--- src/rtl/traffic_light_seq_master_pkg.sv ---
// -----------------------------------------------------------------------------
// traffic_light_pkg
// Shared types and helpers for the traffic-light sequencing Avalon-MM master:
//   phase_t        lamp phase encoding (also the value reported on o_phase)
//   LAMP_*         one-hot lamp patterns written to the PIO data register
//   state_t        master FSM states (RB only exists when TL_SEQ_READBACK_EN
//                  is defined)
//   phase_to_lamps phase -> one-hot lamp pattern
//   next_phase     RED -> GREEN -> YELLOW -> RED
// -----------------------------------------------------------------------------
package traffic_light_pkg;

  typedef enum logic [1:0] {
    RED    = 2'd0,
    GREEN  = 2'd1,
    YELLOW = 2'd2
  } phase_t;

  localparam logic [2:0] LAMP_RED    = 3'b001;
  localparam logic [2:0] LAMP_YELLOW = 3'b010;
  localparam logic [2:0] LAMP_GREEN  = 3'b100;

`ifdef TL_SEQ_READBACK_EN
  typedef enum logic [1:0] {
    WR    = 2'd0,
    RB    = 2'd1,
    DWELL = 2'd2,
    PARK  = 2'd3
  } state_t;
`else
  typedef enum logic [1:0] {
    WR    = 2'd0,
    DWELL = 2'd2,
    PARK  = 2'd3
  } state_t;
`endif

  // Any unexpected encoding maps to RED so the bus never sees 0 or multi-hot.
  function automatic logic [2:0] phase_to_lamps(input phase_t p);
    case (p)
      GREEN:   return LAMP_GREEN;
      YELLOW:  return LAMP_YELLOW;
      default: return LAMP_RED;
    endcase
  endfunction

  function automatic phase_t next_phase(input phase_t p);
    case (p)
      RED:     return GREEN;
      GREEN:   return YELLOW;
      default: return RED;
    endcase
  endfunction

endpackage

--- src/rtl/traffic_light_seq_master_if.sv ---
// -----------------------------------------------------------------------------
// traffic_light_seq_master_if
// Avalon-MM bundle between the traffic-light master and the lamp PIO slave.
//   avm_address     word address (master -> slave)
//   avm_chipselect  transaction strobe
//   avm_write_n     write strobe, active-low
//   avm_read_n      read strobe, active-low
//   avm_writedata   write data
//   avm_waitrequest slave stall (slave -> master)
//   avm_readdata    read data, valid in the accept cycle
// -----------------------------------------------------------------------------
interface traffic_light_seq_master_if;

  logic [1:0]  avm_address;
  logic        avm_chipselect;
  logic        avm_write_n;
  logic        avm_read_n;
  logic [31:0] avm_writedata;
  logic        avm_waitrequest;
  logic [31:0] avm_readdata;

  modport master (
    output avm_address,
    output avm_chipselect,
    output avm_write_n,
    output avm_read_n,
    output avm_writedata,
    input  avm_waitrequest,
    input  avm_readdata
  );

  modport slave (
    input  avm_address,
    input  avm_chipselect,
    input  avm_write_n,
    input  avm_read_n,
    input  avm_writedata,
    output avm_waitrequest,
    output avm_readdata
  );

endinterface

--- src/rtl/traffic_light_seq_master_dwell_timer.sv ---
// -----------------------------------------------------------------------------
// tl_dwell_timer
// Up-counter for phase dwell. Held at zero while i_clr, increments while i_en,
// saturates at all-ones. o_tc flags the cycle in which the count equals i_last.
//   clk, reset_n  clock, async active-low reset
//   i_clr         synchronous clear (wins over i_en)
//   i_en          count enable
//   i_last        terminal count (dwell cycles - 1)
//   o_cnt         current count
//   o_tc          o_cnt == i_last
// -----------------------------------------------------------------------------
module tl_dwell_timer #(
  parameter int unsigned CNT_W = 28
) (
  input  logic             clk,
  input  logic             reset_n,
  input  logic             i_clr,
  input  logic             i_en,
  input  logic [CNT_W-1:0] i_last,
  output logic [CNT_W-1:0] o_cnt,
  output logic             o_tc
);

  logic [CNT_W-1:0] r_cnt;

  always_ff @(posedge clk or negedge reset_n) begin
    if (!reset_n) begin
      r_cnt <= '0;
    end else if (i_clr) begin
      r_cnt <= '0;
    end else if (i_en && (r_cnt != '1)) begin
      r_cnt <= r_cnt + 1'b1;
    end
  end

  assign o_cnt = r_cnt;
  assign o_tc  = (r_cnt == i_last);

endmodule

--- src/rtl/traffic_light_seq_master.sv ---
// -----------------------------------------------------------------------------
// traffic_light_seq_master
// Avalon-MM master sequencing the lamp PIO RED -> GREEN -> YELLOW -> RED.
// Each lamp change is a single write of {29'b0, lamps} to PIO_ADDR; dwell per
// phase is timed by one tl_dwell_timer whose terminal count is muxed by phase.
// A latched pedestrian request may cut GREEN short once MIN_GREEN_CYCLES have
// elapsed. enable=0 forces a RED write and then parks with the bus idle.
//
// Optional build macro TL_SEQ_READBACK_EN: every write is followed by a read
// of PIO_ADDR; a lamp mismatch sets the sticky o_err. Without it avm_read_n is
// tied high and o_err tied low.
//
// Ports
//   clk, reset_n  clock, async active-low reset
//   i_enable      1 = run sequence, 0 = park on RED
//   i_ped_req     pedestrian request (level or pulse, latched)
//   avm           Avalon-MM master modport
//   o_phase       0=RED 1=GREEN 2=YELLOW, updated on write accept
//   o_busy        transaction outstanding (== chipselect)
//   o_err         sticky readback mismatch
//
// state | meaning
// WR    | write strobe up with r_lamps; wait for accept
// RB    | read-back of the lamp register (readback build only)
// DWELL | timing current phase
// PARK  | disabled, RED shown, bus idle
// -----------------------------------------------------------------------------
module traffic_light_seq_master
  import traffic_light_pkg::*;
#(
  parameter int unsigned RED_CYCLES       = 250_000_000,
  parameter int unsigned GREEN_CYCLES     = 200_000_000,
  parameter int unsigned YELLOW_CYCLES    = 50_000_000,
  parameter int unsigned MIN_GREEN_CYCLES = 50_000_000,
  parameter int unsigned CNT_W            = 28,
  parameter logic [1:0]  PIO_ADDR         = 2'd0
) (
  input  logic                              clk,
  input  logic                              reset_n,
  input  logic                              i_enable,
  input  logic                              i_ped_req,
  traffic_light_seq_master_if.master        avm,
  output logic [1:0]                        o_phase,
  output logic                              o_busy,
  output logic                              o_err
);

  localparam logic [CNT_W-1:0] RED_LAST    = CNT_W'(RED_CYCLES - 1);
  localparam logic [CNT_W-1:0] GREEN_LAST  = CNT_W'(GREEN_CYCLES - 1);
  localparam logic [CNT_W-1:0] YELLOW_LAST = CNT_W'(YELLOW_CYCLES - 1);
  localparam logic [CNT_W-1:0] MING_LAST   =
    (MIN_GREEN_CYCLES > 0) ? CNT_W'(MIN_GREEN_CYCLES - 1) : '0;

  state_t     r_state, w_state_nxt;
  phase_t     r_cur, w_cur_nxt;       // phase being written or dwelt
  phase_t     r_phase, w_phase_nxt;   // phase confirmed by the slave
  logic       r_cs, w_cs_nxt;
  logic       r_wr_n, w_wr_n_nxt;
  logic [2:0] r_lamps, w_lamps_nxt;
  logic       r_ped;

  logic             w_wr_acc;
  logic             w_launch;
  phase_t           w_launch_ph;
  state_t           w_done_state;
  logic [CNT_W-1:0] w_last;
  logic [CNT_W-1:0] w_cnt;
  logic             w_tc;
  logic             w_ped_cut;
  logic             w_tmr_clr;
  logic             w_tmr_en;
  logic             w_unused;

`ifdef TL_SEQ_READBACK_EN
  logic r_rd_n, w_rd_n_nxt;
  logic r_err, w_err_nxt;
  logic w_rd_acc;
  assign w_rd_acc = r_cs & ~r_rd_n & ~avm.avm_waitrequest;
`endif

  assign w_wr_acc = r_cs & ~r_wr_n & ~avm.avm_waitrequest;

  // A transaction finished while disabled: park only once RED is on the lamps,
  // otherwise DWELL sees enable=0 and issues the RED write next cycle.
  assign w_done_state = (!i_enable && (r_cur == RED)) ? PARK : DWELL;

  always_comb begin
    case (r_cur)
      RED:     w_last = RED_LAST;
      GREEN:   w_last = GREEN_LAST;
      default: w_last = YELLOW_LAST;
    endcase
  end

  assign w_tmr_clr = (r_state != DWELL);
  assign w_tmr_en  = (r_state == DWELL);

  tl_dwell_timer #(.CNT_W(CNT_W)) u_dwell_timer (
    .clk     (clk),
    .reset_n (reset_n),
    .i_clr   (w_tmr_clr),
    .i_en    (w_tmr_en),
    .i_last  (w_last),
    .o_cnt   (w_cnt),
    .o_tc    (w_tc)
  );

  assign w_ped_cut = (r_cur == GREEN) && r_ped && (w_cnt >= MING_LAST);

  always_ff @(posedge clk or negedge reset_n) begin
    if (!reset_n) begin
      r_state <= WR;
      r_cur   <= RED;
      r_phase <= RED;
      r_cs    <= 1'b0;
      r_wr_n  <= 1'b1;
      r_lamps <= 3'b000;
`ifdef TL_SEQ_READBACK_EN
      r_rd_n  <= 1'b1;
      r_err   <= 1'b0;
`endif
    end else begin
      r_state <= w_state_nxt;
      r_cur   <= w_cur_nxt;
      r_phase <= w_phase_nxt;
      r_cs    <= w_cs_nxt;
      r_wr_n  <= w_wr_n_nxt;
      r_lamps <= w_lamps_nxt;
`ifdef TL_SEQ_READBACK_EN
      r_rd_n  <= w_rd_n_nxt;
      r_err   <= w_err_nxt;
`endif
    end
  end

  always_comb begin
    w_state_nxt = r_state;
    w_cur_nxt   = r_cur;
    w_phase_nxt = r_phase;
    w_cs_nxt    = r_cs;
    w_wr_n_nxt  = r_wr_n;
    w_lamps_nxt = r_lamps;
`ifdef TL_SEQ_READBACK_EN
    w_rd_n_nxt  = r_rd_n;
    w_err_nxt   = r_err;
`endif
    w_launch    = 1'b0;
    w_launch_ph = RED;

    case (r_state)
      WR: begin
        // Strobe low in WR only happens right after reset.
        if (!r_cs) begin
          w_launch    = 1'b1;
          w_launch_ph = r_cur;
        end else if (w_wr_acc) begin
          w_phase_nxt = r_cur;
          w_wr_n_nxt  = 1'b1;
`ifdef TL_SEQ_READBACK_EN
          w_rd_n_nxt  = 1'b0;
          w_state_nxt = RB;
`else
          w_cs_nxt    = 1'b0;
          w_state_nxt = w_done_state;
`endif
        end
      end
`ifdef TL_SEQ_READBACK_EN
      RB: begin
        if (w_rd_acc) begin
          w_cs_nxt    = 1'b0;
          w_rd_n_nxt  = 1'b1;
          if (avm.avm_readdata[2:0] != r_lamps) begin
            w_err_nxt = 1'b1;
          end
          w_state_nxt = w_done_state;
        end
      end
`endif
      DWELL: begin
        if (!i_enable) begin
          w_launch    = 1'b1;
          w_launch_ph = RED;
        end else if (w_tc || w_ped_cut) begin
          w_launch    = 1'b1;
          w_launch_ph = next_phase(r_cur);
        end
      end
      PARK: begin
        if (i_enable) begin
          w_state_nxt = DWELL;
          w_cur_nxt   = RED;
        end
      end
      default: begin
        w_state_nxt = WR;
      end
    endcase

    // Strobes go up in the same cycle the decision is made: no idle cycle.
    if (w_launch) begin
      w_state_nxt = WR;
      w_cur_nxt   = w_launch_ph;
      w_cs_nxt    = 1'b1;
      w_wr_n_nxt  = 1'b0;
      w_lamps_nxt = phase_to_lamps(w_launch_ph);
    end
  end

  // Pedestrian latch; RED ignores requests, YELLOW accept consumes the latch.
  always_ff @(posedge clk or negedge reset_n) begin
    if (!reset_n) begin
      r_ped <= 1'b0;
    end else if (w_wr_acc && (r_cur == YELLOW)) begin
      r_ped <= 1'b0;
    end else if (i_ped_req && (r_cur != RED)) begin
      r_ped <= 1'b1;
    end
  end

  assign avm.avm_address    = PIO_ADDR;
  assign avm.avm_chipselect = r_cs;
  assign avm.avm_write_n    = r_wr_n;
  assign avm.avm_writedata  = {29'b0, r_lamps};
  assign o_phase            = r_phase;
  assign o_busy             = r_cs;

`ifdef TL_SEQ_READBACK_EN
  assign avm.avm_read_n = r_rd_n;
  assign o_err          = r_err;
  assign w_unused       = ^avm.avm_readdata[31:3];
`else
  assign avm.avm_read_n = 1'b1;
  assign o_err          = 1'b0;
  assign w_unused       = ^avm.avm_readdata;
`endif

endmodule

--- src/flat_wrapper.sv ---
// flat-port wrapper written by rule: the top's interface ports become plain ports
module traffic_light_seq_master_flat import traffic_light_pkg::*;
#(
  parameter int unsigned RED_CYCLES       = 250_000_000,
  parameter int unsigned GREEN_CYCLES     = 200_000_000,
  parameter int unsigned YELLOW_CYCLES    = 50_000_000,
  parameter int unsigned MIN_GREEN_CYCLES = 50_000_000,
  parameter int unsigned CNT_W            = 28,
  parameter logic [1:0]  PIO_ADDR         = 2'd0
)
  (clk, reset_n, i_enable, i_ped_req, o_phase, o_busy, o_err, avm_avm_address, avm_avm_chipselect, avm_avm_write_n, avm_avm_read_n, avm_avm_writedata, avm_avm_waitrequest, avm_avm_readdata);
  traffic_light_seq_master_if avm_i ();
  input  logic clk;
  input  logic reset_n;
  input  logic i_enable;
  input  logic i_ped_req;
  output logic [1:0] o_phase;
  output logic o_busy;
  output logic o_err;
  output wire logic [$bits(avm_i.avm_address)-1:0] avm_avm_address;
  output wire logic [$bits(avm_i.avm_chipselect)-1:0] avm_avm_chipselect;
  output wire logic [$bits(avm_i.avm_write_n)-1:0] avm_avm_write_n;
  output wire logic [$bits(avm_i.avm_read_n)-1:0] avm_avm_read_n;
  output wire logic [$bits(avm_i.avm_writedata)-1:0] avm_avm_writedata;
  input wire logic [$bits(avm_i.avm_waitrequest)-1:0] avm_avm_waitrequest;
  input wire logic [$bits(avm_i.avm_readdata)-1:0] avm_avm_readdata;
  assign avm_avm_address = avm_i.avm_address;
  assign avm_avm_chipselect = avm_i.avm_chipselect;
  assign avm_avm_write_n = avm_i.avm_write_n;
  assign avm_avm_read_n = avm_i.avm_read_n;
  assign avm_avm_writedata = avm_i.avm_writedata;
  assign avm_i.avm_waitrequest = avm_avm_waitrequest;
  assign avm_i.avm_readdata = avm_avm_readdata;
  traffic_light_seq_master #(.RED_CYCLES(RED_CYCLES), .GREEN_CYCLES(GREEN_CYCLES), .YELLOW_CYCLES(YELLOW_CYCLES), .MIN_GREEN_CYCLES(MIN_GREEN_CYCLES), .CNT_W(CNT_W), .PIO_ADDR(PIO_ADDR)) u_core (.clk(clk), .reset_n(reset_n), .i_enable(i_enable), .i_ped_req(i_ped_req), .avm(avm_i), .o_phase(o_phase), .o_busy(o_busy), .o_err(o_err));
endmodule
--- config.mk ---
export PLATFORM = sky130hd
export DESIGN_NAME = traffic_light_seq_master_flat
export DESIGN_NICKNAME = d
export VERILOG_FILES = /design/src/rtl/traffic_light_seq_master_pkg.sv /design/src/rtl/traffic_light_seq_master_if.sv /design/src/rtl/traffic_light_seq_master_dwell_timer.sv /design/src/rtl/traffic_light_seq_master.sv /design/src/flat_wrapper.sv
export SDC_FILE = /design/constraint.sdc
export NUM_CORES = 1
export LEC_CHECK = 0
export CORE_ASPECT_RATIO = 1.4
export CORE_MARGIN = 1
export CORE_UTILIZATION = 53
export CTS_BUF_LIST = sky130_fd_sc_hd__clkbuf_8
export DETAILED_ROUTE_END_ITERATION = 10
export GPL_TIMING_DRIVEN = 0
export PLACE_DENSITY_LB_ADDON = 0.1
export SLEW_MARGIN = 10
export SYNTH_ARGS = -nofsm -noshare
export SYNTH_HDL_FRONTEND = slang
export SYNTH_SLANG_ARGS = --single-unit
--- constraint.sdc ---
create_clock -name clk -period 6.5 [get_ports clk]
set_input_delay 0.975 -clock clk [delete_from_list [all_inputs] [get_ports clk]]
set_output_delay 0.975 -clock clk [all_outputs]
set_load 0.05 [all_outputs]
=== Yosys cells after proc, flatten, opt, wreduce, memory -nomap -nowiden ===
Cells that the tools add are included.

* Flip-flop bits (word level): 40
* Input bits: 37
* Output and inout port bits: 41
* Logic and storage cells: 81

* Add/subtract/negate cells: 1
* Magnitude comparators: 1
* Eq/ne operators: 13
* Muxes and demuxes: 32
* Bitwise gates (word level): 4
* Reductions and logical operators: 22

{| class="wikitable"
|+ Operators by type and width
! operator !! number
|-
| $mux W28 || 2
|-
| $pmux W28 S2 || 1
|-
| $add A28 B1 Y28 const B || 1
|-
| $eq A28 B28 Y1 || 1
|-
| $ge A28 B26 Y1 const B || 1
|-
| $ne A28 B28 Y1 const B || 1
|-
| $mux W2 || 10
|-
| $reduce_bool A2 Y1 || 8
|-
| $mux W1 || 14
|-
| $eq A2 B2 Y1 const B || 4
|-
| $pmux W2 S2 || 2
|-
| $logic_and A1 B1 Y1 || 6
|-
| $ne A3 B1 Y1 const B || 2
|-
| $pmux W2 S3 || 1
|-
| $pmux W3 S2 || 1
|-
| $reduce_and A3 Y1 || 2
|-
| $eq A2 B1 Y1 const B || 2
|-
| $logic_not A2 Y1 || 2
|-
| $reduce_and A4 Y1 || 1
|-
| $ne A3 B2 Y1 const B || 1
|-
| $and A1 B1 Y1 || 2
|-
| $ne A2 B1 Y1 const B || 1
|-
| $ne A2 B2 Y1 const B || 1
|-
| $not A1 Y1 || 2
|-
| 4 further kinds || 4
|}

=== Logic depth before layout (Yosys ltp) ===
Gate-level depths: netlist of run 1.

* Word-level depth: 9
* Depth in mapped cells: 9
* Gate-level depth less buffers: 9

=== Modules after synthesis ===
Synthesis of run 1 repeated with hierarchy kept, for this count alone.

* Cell total of the unflattened synthesis: 329
* Area, all modules: 2,965.3 um^2

{| class="wikitable"
|+ By module, submodules not included
! module !! times used !! cells an instance !! area an instance (um^2) !! sequential area each (um^2)
|-
| tl_dwell_timer || 1 || 211 || 1,909.3 || 700.7
|-
| traffic_light_seq_master || 1 || 118 || 1,056.0 || 301.5
|}

=== Worst setup path after synthesis of run 1 ===
No wires, ideal clock.

* Path kind: register to register
* Start: reg u_core.r_cur[1]
* End: reg u_core.r_lamps[0]
* Setup time: 0.125 ns
* Arrival time: 2.021 ns
* Required time: 6.375 ns
* Path slack: 4.354 ns
* Cell stages (with the launch flop): 9
* Path buffers: 0
* Clock period less this slack: 2.146 ns
* Cell sequence: dfrtp_1 or3b_1 a211oi_2 o2111ai_1 nor2_1 a22o_1 inv_1 ha_1 mux2_4

* Word-level cells in the longest chain between the ends: 9
* Elaborated cells on any way between the ends: 18
* Those cells by class: 4 x eq/ne; 10 x mux; 4 x reduce/logical

{| class="wikitable"
|+ Ends and longest elaborated chain
! element !! line !! RTL
|-
| start: declaration || traffic_light_seq_master.sv:55 || <nowiki>phase_t r_cur, w_cur_nxt;</nowiki>
|-
| start signal: assignment || traffic_light_seq_master.sv:124 || <nowiki>r_cur <= w_cur_nxt;</nowiki>
|-
| $eq A2 B1 Y1 / $logic_not A2 Y1 (equally long branches) || traffic_light_seq_master_pkg.sv:48, traffic_light_seq_master.sv:88, traffic_light_seq_master.sv:108 ||
|-
| $pmux W28 S2 / $logic_and A1 B1 Y1 (equally long branches) || traffic_light_seq_master.sv:88, traffic_light_seq_master.sv:108 ||
|-
| $eq A28 B28 Y1 / $logic_and A1 B1 Y1 (equally long branches) || traffic_light_seq_master_dwell_timer.sv:37, traffic_light_seq_master.sv:108 ||
|-
| $logic_or A1 B1 Y1 || traffic_light_seq_master.sv:184 || <nowiki>end else if (w_tc || w_ped_cut) begin</nowiki>
|-
| $mux W2 || traffic_light_seq_master.sv:184 ||
|-
| $mux W2 || traffic_light_seq_master.sv:181 || <nowiki>if (!i_enable) begin</nowiki>
|-
| $pmux W2 S2 || traffic_light_seq_master.sv:150 || <nowiki>case (r_state)</nowiki>
|-
| $eq A2 B2 Y1 / $eq A2 B1 Y1 (equally long branches) || traffic_light_seq_master_pkg.sv:40 || <nowiki>case (p)</nowiki>
|-
| $pmux W3 S2 || traffic_light_seq_master_pkg.sv:40 ||
|-
| end signal: assignment || traffic_light_seq_master.sv:128 || <nowiki>r_lamps <= w_lamps_nxt;</nowiki>
|-
| end: declaration || traffic_light_seq_master.sv:59 || <nowiki>logic [2:0] r_lamps, w_lamps_nxt;</nowiki>
|}

Several ways; a longest one is shown, not always the timed one.
A chain may end at the register's enable or synchronous reset.

=== Worst setup path after layout of run 1 ===
* Start: reg u_core.r_wr_n (netlist: u_core.avm.avm_write_n)
* End: out avm_avm_write_n

{| class="wikitable"
|+ RTL lines
! element !! line !! RTL
|-
| start: declaration || traffic_light_seq_master.sv:58 || <nowiki>logic r_wr_n, w_wr_n_nxt;</nowiki>
|-
| start signal: assignment || traffic_light_seq_master.sv:127 || <nowiki>r_wr_n <= w_wr_n_nxt;</nowiki>
|-
| end: declaration || flat_wrapper.sv:22 || <nowiki>output wire logic [$bits(avm_i.avm_write_n)-1:0] avm_avm_write_n;</nowiki>
|}

No word-level cell between the ends.

==> results.cfg, run 1 <==
[outcome]
status = finished, final reports clean

[sta]
setup_violations = 0
slew_headroom_pct = 66.8
finalClockSkew_ps = 8.78
finalCriticalPeriod_ps = 2610
fin_tns_setup_ps = 0
period_share_pct = 40.2
tightest_slew_ps = 496
rsz0062_at_grt = no
fin_ws_ps = 3890
holdWs_ps = 516
drv_slew = 0
fmax_mhz = 383
hold_violations = 0

[cells_and_area]
fin_area_mm2 = 0.00306
syn2layout_area_growth_pct = 16.4
antenna_cells = 0
finalNetCount = 379
drive_gt1_share_pct = 19.0

[grt]
grt_use_met2_pct = 37.1
use_met1_pct = 26.7
grtUsageTotal_pct = 21.9
grt_antenna_before_repair = 0
grt_pass1_vias = 1896
grt_pass1_wl_um = 8620
grt_max_degree = 25
busiest_layer = met2
overflow = 0
use_met3_pct = 3.66

[cts]
cts_hold_buf = 0
clk_pin_slew_worst_paths_ps = 80
cts_buffers = 5
cts.sinks = 40
cts-root-buf = clkbuf_8
cts_max_level = 2
cts_resized = 0
cts_tree = yes
postCtsSetupBuffers = 0
cts-root-to-sink-buffers = 2
clk_latency_ps = 290

[synthesis]
ys.flop_type = dfrtp_1
synth_edf_count = 0
ys_seq_area_share_pct = 38.1
ys_ff_latch = 40
synth_cell_types = 54
yosysWarnings = 0
synthArstFlopShare_pct = 100
netlist_area_mm2 = 0.00263
avgSynthCellArea_um2 = 9.24
postSynthCellCount = 285

[detailed_routing]
firstDrtPassIters = 4
antenna_left = 0
drc = 0
routed_wl_um = 5280
vias = 2071
avgViaCountPerCell = 5.16
wl_per_cell_um = 13.2
drt_first_iter_violations = 61

[flow_run]
drv_cap = 0

[critical_path]
required_ps = 5520
endpoint_kind = output port
critPathMaxFanout = 3
crit_path_start_kind = register
critical_path_class = reg2out
crit_buf_inv = 1
worstPathArrival_ps = 1640
path_cells = clkdlybuf4s50_1
crit_slowest_cell = clkdlybuf4s50_1
crit_path_max_incr_delay_ps = 800
path_delay_family = buffers and inverters

[power_and_ir_drop]
power_density_mw_per_mm2 = 242
irDropWorstVdd_v = 0.000205
power_leakage_nw = 1.40

[min_path]
hold_class = reg2reg

[floorplanning]
ios = 78
die_h_um = 85.4
num_rows = 30
dieWidth_um = 61.6
dieArea_mm2 = 0.00526
start_util_pct = 54.8
coreArea_mm2 = 0.00480

[placement]
placed_area_mm2 = 0.00297
place_congestion = 0.820
portBuffers = 12
post-dp-hpwl_um = 3950
place_ws_ps = 3790
==> sequential cells by signal, summed over array words and instances, names as in the netlist <==
register and count:
u_core.r_cur 2, u_core.u_dwell_timer.o_cnt 28, u_core.avm.avm_write_n 1, u_core.avm.avm_chipselect 1, u_core.o_phase 2, u_core.r_state 2
u_core.r_ped 1, u_core.r_lamps 3
==> synth_stat cells, types with 2 or more instances <==
cell	count	area, µm²
dfrtp_1	39	976
buf_4	36	270
nor2_1	36	135
xor2_1	17	149
nand2_1	15	56.3
nand4_1	12	75.1
nand3_1	10	50.1
inv_1	9	33.8
nor3_1	9	45.0
a21oi_1	7	35.0
and4_1	7	61.3
and3_1	6	37.5
ha_1	6	75.1
xnor2_1	6	52.6
buf_2	4	20.0
clkbuf_1	4	15.0
mux2i_1	4	40.0
o21ai_0	4	20.0
and2_1	3	18.8
mux2_4	3	45.0
nor4_1	3	18.8
or3_1	3	18.8
a22o_1	2	17.5
a31o_1	2	17.5
a31oi_1	2	12.5
conb_1	2	7.51
mux2_2	2	22.5
nand2b_1	2	12.5
nor2b_1	2	12.5
o2111ai_1	2	17.5
o21a_1	2	15.0
or3b_1	2	17.5
==> worst paths after layout <==
check	depth (start not counted)	start	endpoint	slack, ps
min	1	u_core.r_lamps[0]$_DFFE_PN0P_	u_core.r_lamps[0]$_DFFE_PN0P_	520
max	1	u_core.avm.avm_write_n$_DFFE_PN1P_	avm_avm_write_n	3890
min reg2reg	1	u_core.r_lamps[0]$_DFFE_PN0P_	u_core.r_lamps[0]$_DFFE_PN0P_	520
min in group asynchronous	1	reset_n	u_core.r_state[1]$_DFFE_PN0P_	610
max in group asynchronous	2	reset_n	u_core.u_dwell_timer.o_cnt[11]$_DFFE_PN0P_	5420
max reg2reg	9	u_core.r_cur[0]$_DFFE_PN0P_	u_core.r_lamps[0]$_DFFE_PN0P_	4080
==> stage by stage <==
stage / cells / utilization [%] / power [mW]
2_1_floorplan: 316 / - / 0.512
3_3_place_gp: 392 / 61.4 / 0.572
3_5_place_dp: 393 / 61.8 / 0.577
4_1_cts: 401 / 63.8 / 0.748
5_1_grt: 401 / 63.8 / 0.782
6_report: 401 / 63.8 / 0.740
==> routing by layer <==
metal / vias to the layer above / share of wire (%) / wire length, µm
li1: 1028 / - / -
met1: 977 / 40 / 2130
met2: 51 / 53 / 2800
met3: 15 / 3.7 / 195
met4: 0 / 2.7 / 144
met5: - / 0 / 0
==> where the power goes <==
group	total (mW)	internal (mW)	switching [mW]
combinational	0.282	0.0950	0.187
clock	0.170	0.0847	0.0854
sequential	0.288	0.270	0.0181
==> cell families after synthesis <==
group | count (synthesis) | synth area share (%)
buffers and inverters | 55 | 13.5
other | 2 | 0.285
AOI/OAI and AO/OA | 33 | 9.98
adders and majority gates | 6 | 2.85
muxes | 9 | 4.09
DFF | 40 | 38.1
and+or+nand+nor | 117 | 23.6
xor gates and xnor gates | 23 | 7.65
==> area by class of cell <==
| type | count | area (µm²) |
|---|---|---|
| fillers | 438 | 1740 |
| multi-input cells | 221 | 1390 |
| flip-flops and latches | 40 | 1000 |
| plain buffers | 45 | 317 |
| repair buffers | 13 | 143 |
| clock buffers | 6 | 82.6 |
| well taps | 64 | 80.1 |
| inverters | 10 | 37.5 |
| clock inverters | 2 | 10.0 |
==> cells in the final DEF, fill, tap and decap left out, drive strengths merged, types with 9 or more instances in the layout <==
master | netlist | layout
buf | 41 | 43
dfrtp | 39 | 39
nor2 | 36 | 36
conb | 2 | 33
xor2 | 17 | 17
nand2 | 15 | 15
nand4 | 12 | 12
clkdlybuf4s50 | 0 | 11
nand3 | 10 | 10
inv | 10 | 10
clkbuf | 4 | 10
nor3 | 9 | 9
(Power assumes the default switching activity.)
==> run 2, diff against run 1 <==
--- a/config.mk
+++ b/config.mk
@@ -7,7 +7,7 @@
 export LEC_CHECK = 0
 export CORE_ASPECT_RATIO = 1.4
 export CORE_MARGIN = 1
-export CORE_UTILIZATION = 53
+export CORE_UTILIZATION = 49
 export CTS_BUF_LIST = sky130_fd_sc_hd__clkbuf_8
 export DETAILED_ROUTE_END_ITERATION = 10
 export GPL_TIMING_DRIVEN = 0
==> constraint.sdc (replaced) <==
create_clock -name clk -period 2.5 [get_ports clk]
set_input_delay 0.375 -clock clk [delete_from_list [all_inputs] [get_ports clk]]
set_output_delay 0.375 -clock clk [all_outputs]
set_load 0.05 [all_outputs]
==> results.cfg, run 2 (synthesis gave the netlist of run 1 again) <==
[detailed_routing]
wl_per_cell_um = 13.0
drc = 0
firstDrtPassIters = 4
vias = 2052
antenna_left = 0
drt_first_iter_violations = 76
routed_wl_um = 5240
avgViaCountPerCell = 5.09

[cts]
cts.sinks = 40
cts-root-to-sink-buffers = 2
clk_latency_ps = 290
cts_hold_buf = 0
cts_max_level = 2
cts-root-buf = clkbuf_8
clk_pin_slew_worst_paths_ps = 80
cts_tree = yes
cts_buffers = 5

[sta]
setup_violations = 0
finalCriticalPeriod_ps = 2360
hold_violations = 0
fmax_mhz = 424
rsz0062_at_grt = no
fin_tns_setup_ps = 0
finalClockSkew_ps = 7.54
period_share_pct = 94.4
drv_slew = 0
fin_ws_ps = 140

[cells_and_area]
antenna_cells = 0
largest_register_ffs = 28
drive_gt1_share_pct = 19.9
instances_no_fill = 403
layout_common_cells = dfrtp_1 (37), nor2_1 (36), buf_4 (36)
syn2layout_area_growth_pct = 16.6
finalNetCount = 379
layout_commonest_cell = dfrtp_1

[critical_path]
endpoint_kind = register
worstPathArrival_ps = 2540
critical_path_class = reg2reg
path_cells = or3b_1, a211oi_2, o2111ai_1, nor2_1, a22o_1, inv_1, ha_1, mux2_4
crit_buf_inv = 1
crit_path_max_incr_delay_ps = 450
crit_slowest_cell = dfrtp_1
path_delay_family = compound AO/OA/AOI/OAI gates
crit_path_start_kind = register
critPathMaxFanout = 6
required_ps = 2680

[floorplanning]
ios = 78
num_rows = 31
dieWidth_um = 63.9
dieArea_mm2 = 0.00567
start_util_pct = 51.0
die_h_um = 88.7
coreArea_mm2 = 0.00516

[placement]
placed_cells = 395
portBuffers = 12
place_ws_ps = 149
place_congestion = 0.790
post-dp-hpwl_um = 3940

[flow_run]
drv_cap = 0

[power_and_ir_drop]
power_density_mw_per_mm2 = 630
power_leakage_nw = 1.40
irDropWorstVdd_v = 0.000404

[grt]
grt_pass1_wl_um = 8760
grtUsageTotal_pct = 20.2
grt_pass1_vias = 1914
grt_max_degree = 24
overflow = 0
grt_antenna_before_repair = 0

[min_path]
hold_class = in2async

[outcome]
status = finished, final reports clean
==> run 2: cell types whose count changed in the layout (fill, tap and decap cells not counted) <==
cell      previous run  this run
clkbuf_1             4         3
clkbuf_2             0         1
dfrtp_1             39        37
dfrtp_2              0         2
==> run 2: where the power goes <==
| group | total [mW] | internal, mW | switching (mW) |
|---|---|---|---|
| clock | 0.444 | 0.220 | 0.224 |
| combinational | 0.742 | 0.248 | 0.494 |
| sequential | 0.750 | 0.701 | 0.0488 |
| total | 1.94 | 1.17 | 0.766 |
==> run 2: metrics by stage <==
stage | hold WS [ps] | utilization (%) | total power, mW | cell area, µm²
final | 26.3 | 59.5 | 1.94 | 3070
after global routing | 46.2 | 59.5 | 2.06 | 3070
after CTS | 31.4 | 59.4 | 1.96 | 3070
after detailed placement | 354 | 57.7 | 1.51 | 2970
after global placement | 493 | 57.2 | 1.49 | 2950
after floorplan | 79.4 | - | 1.33 | 2750
==> run 2: routing by layer <==
layer  wire [µm]  vias to the layer above  share of wire (%)  GRT usage [%]
met1        2240                      955                 43           22.4
met3         203                       17                3.9           3.99
met2        2640                       54                 50           36.7
met4         158                        0                3.0           10.1
met5           0                        -                  0              0
li1            -                     1026                  -              -
==> run 2: final cells by class <==
cell class,count,area (µm²)
Clock buffer,6,82.6
Sequential cell,40,1000
Fill cell,481,2090
Buffer,45,318
Inverter,10,37.5
Tap cell,66,82.6
Timing Repair Buffer,13,143
Clock inverter,2,10.0
Multi-Input combinational cell,221,1390
==> run 2: worst paths after layout <==
path / from / endpoint / slack [ps] / cells after the start
worst max-delay path: u_core.r_cur[1]$_DFFE_PN0P_ / u_core.r_lamps[0]$_DFFE_PN0P_ / 140 / 8
worst min-delay path: reset_n / u_core.r_lamps[0]$_DFFE_PN0P_ / 30 / 1
worst max register to register: u_core.r_cur[1]$_DFFE_PN0P_ / u_core.r_lamps[0]$_DFFE_PN0P_ / 140 / 8
worst min register to register: u_core.o_phase[1]$_DFFE_PN0P_ / u_core.o_phase[1]$_DFFE_PN0P_ / 510 / 1
max in group asynchronous: reset_n / u_core.u_dwell_timer.o_cnt[27]$_DFFE_PN0P_ / 1980 / 2
min in group clk: u_core.o_phase[1]$_DFFE_PN0P_ / u_core.o_phase[1]$_DFFE_PN0P_ / 510 / 1
==> run 2: repair_timing <==
action	4_1_cts	5_1_grt
endpoints found under the setup margin	0	2
gates resized for setup	0	4
setup buffers	0	0
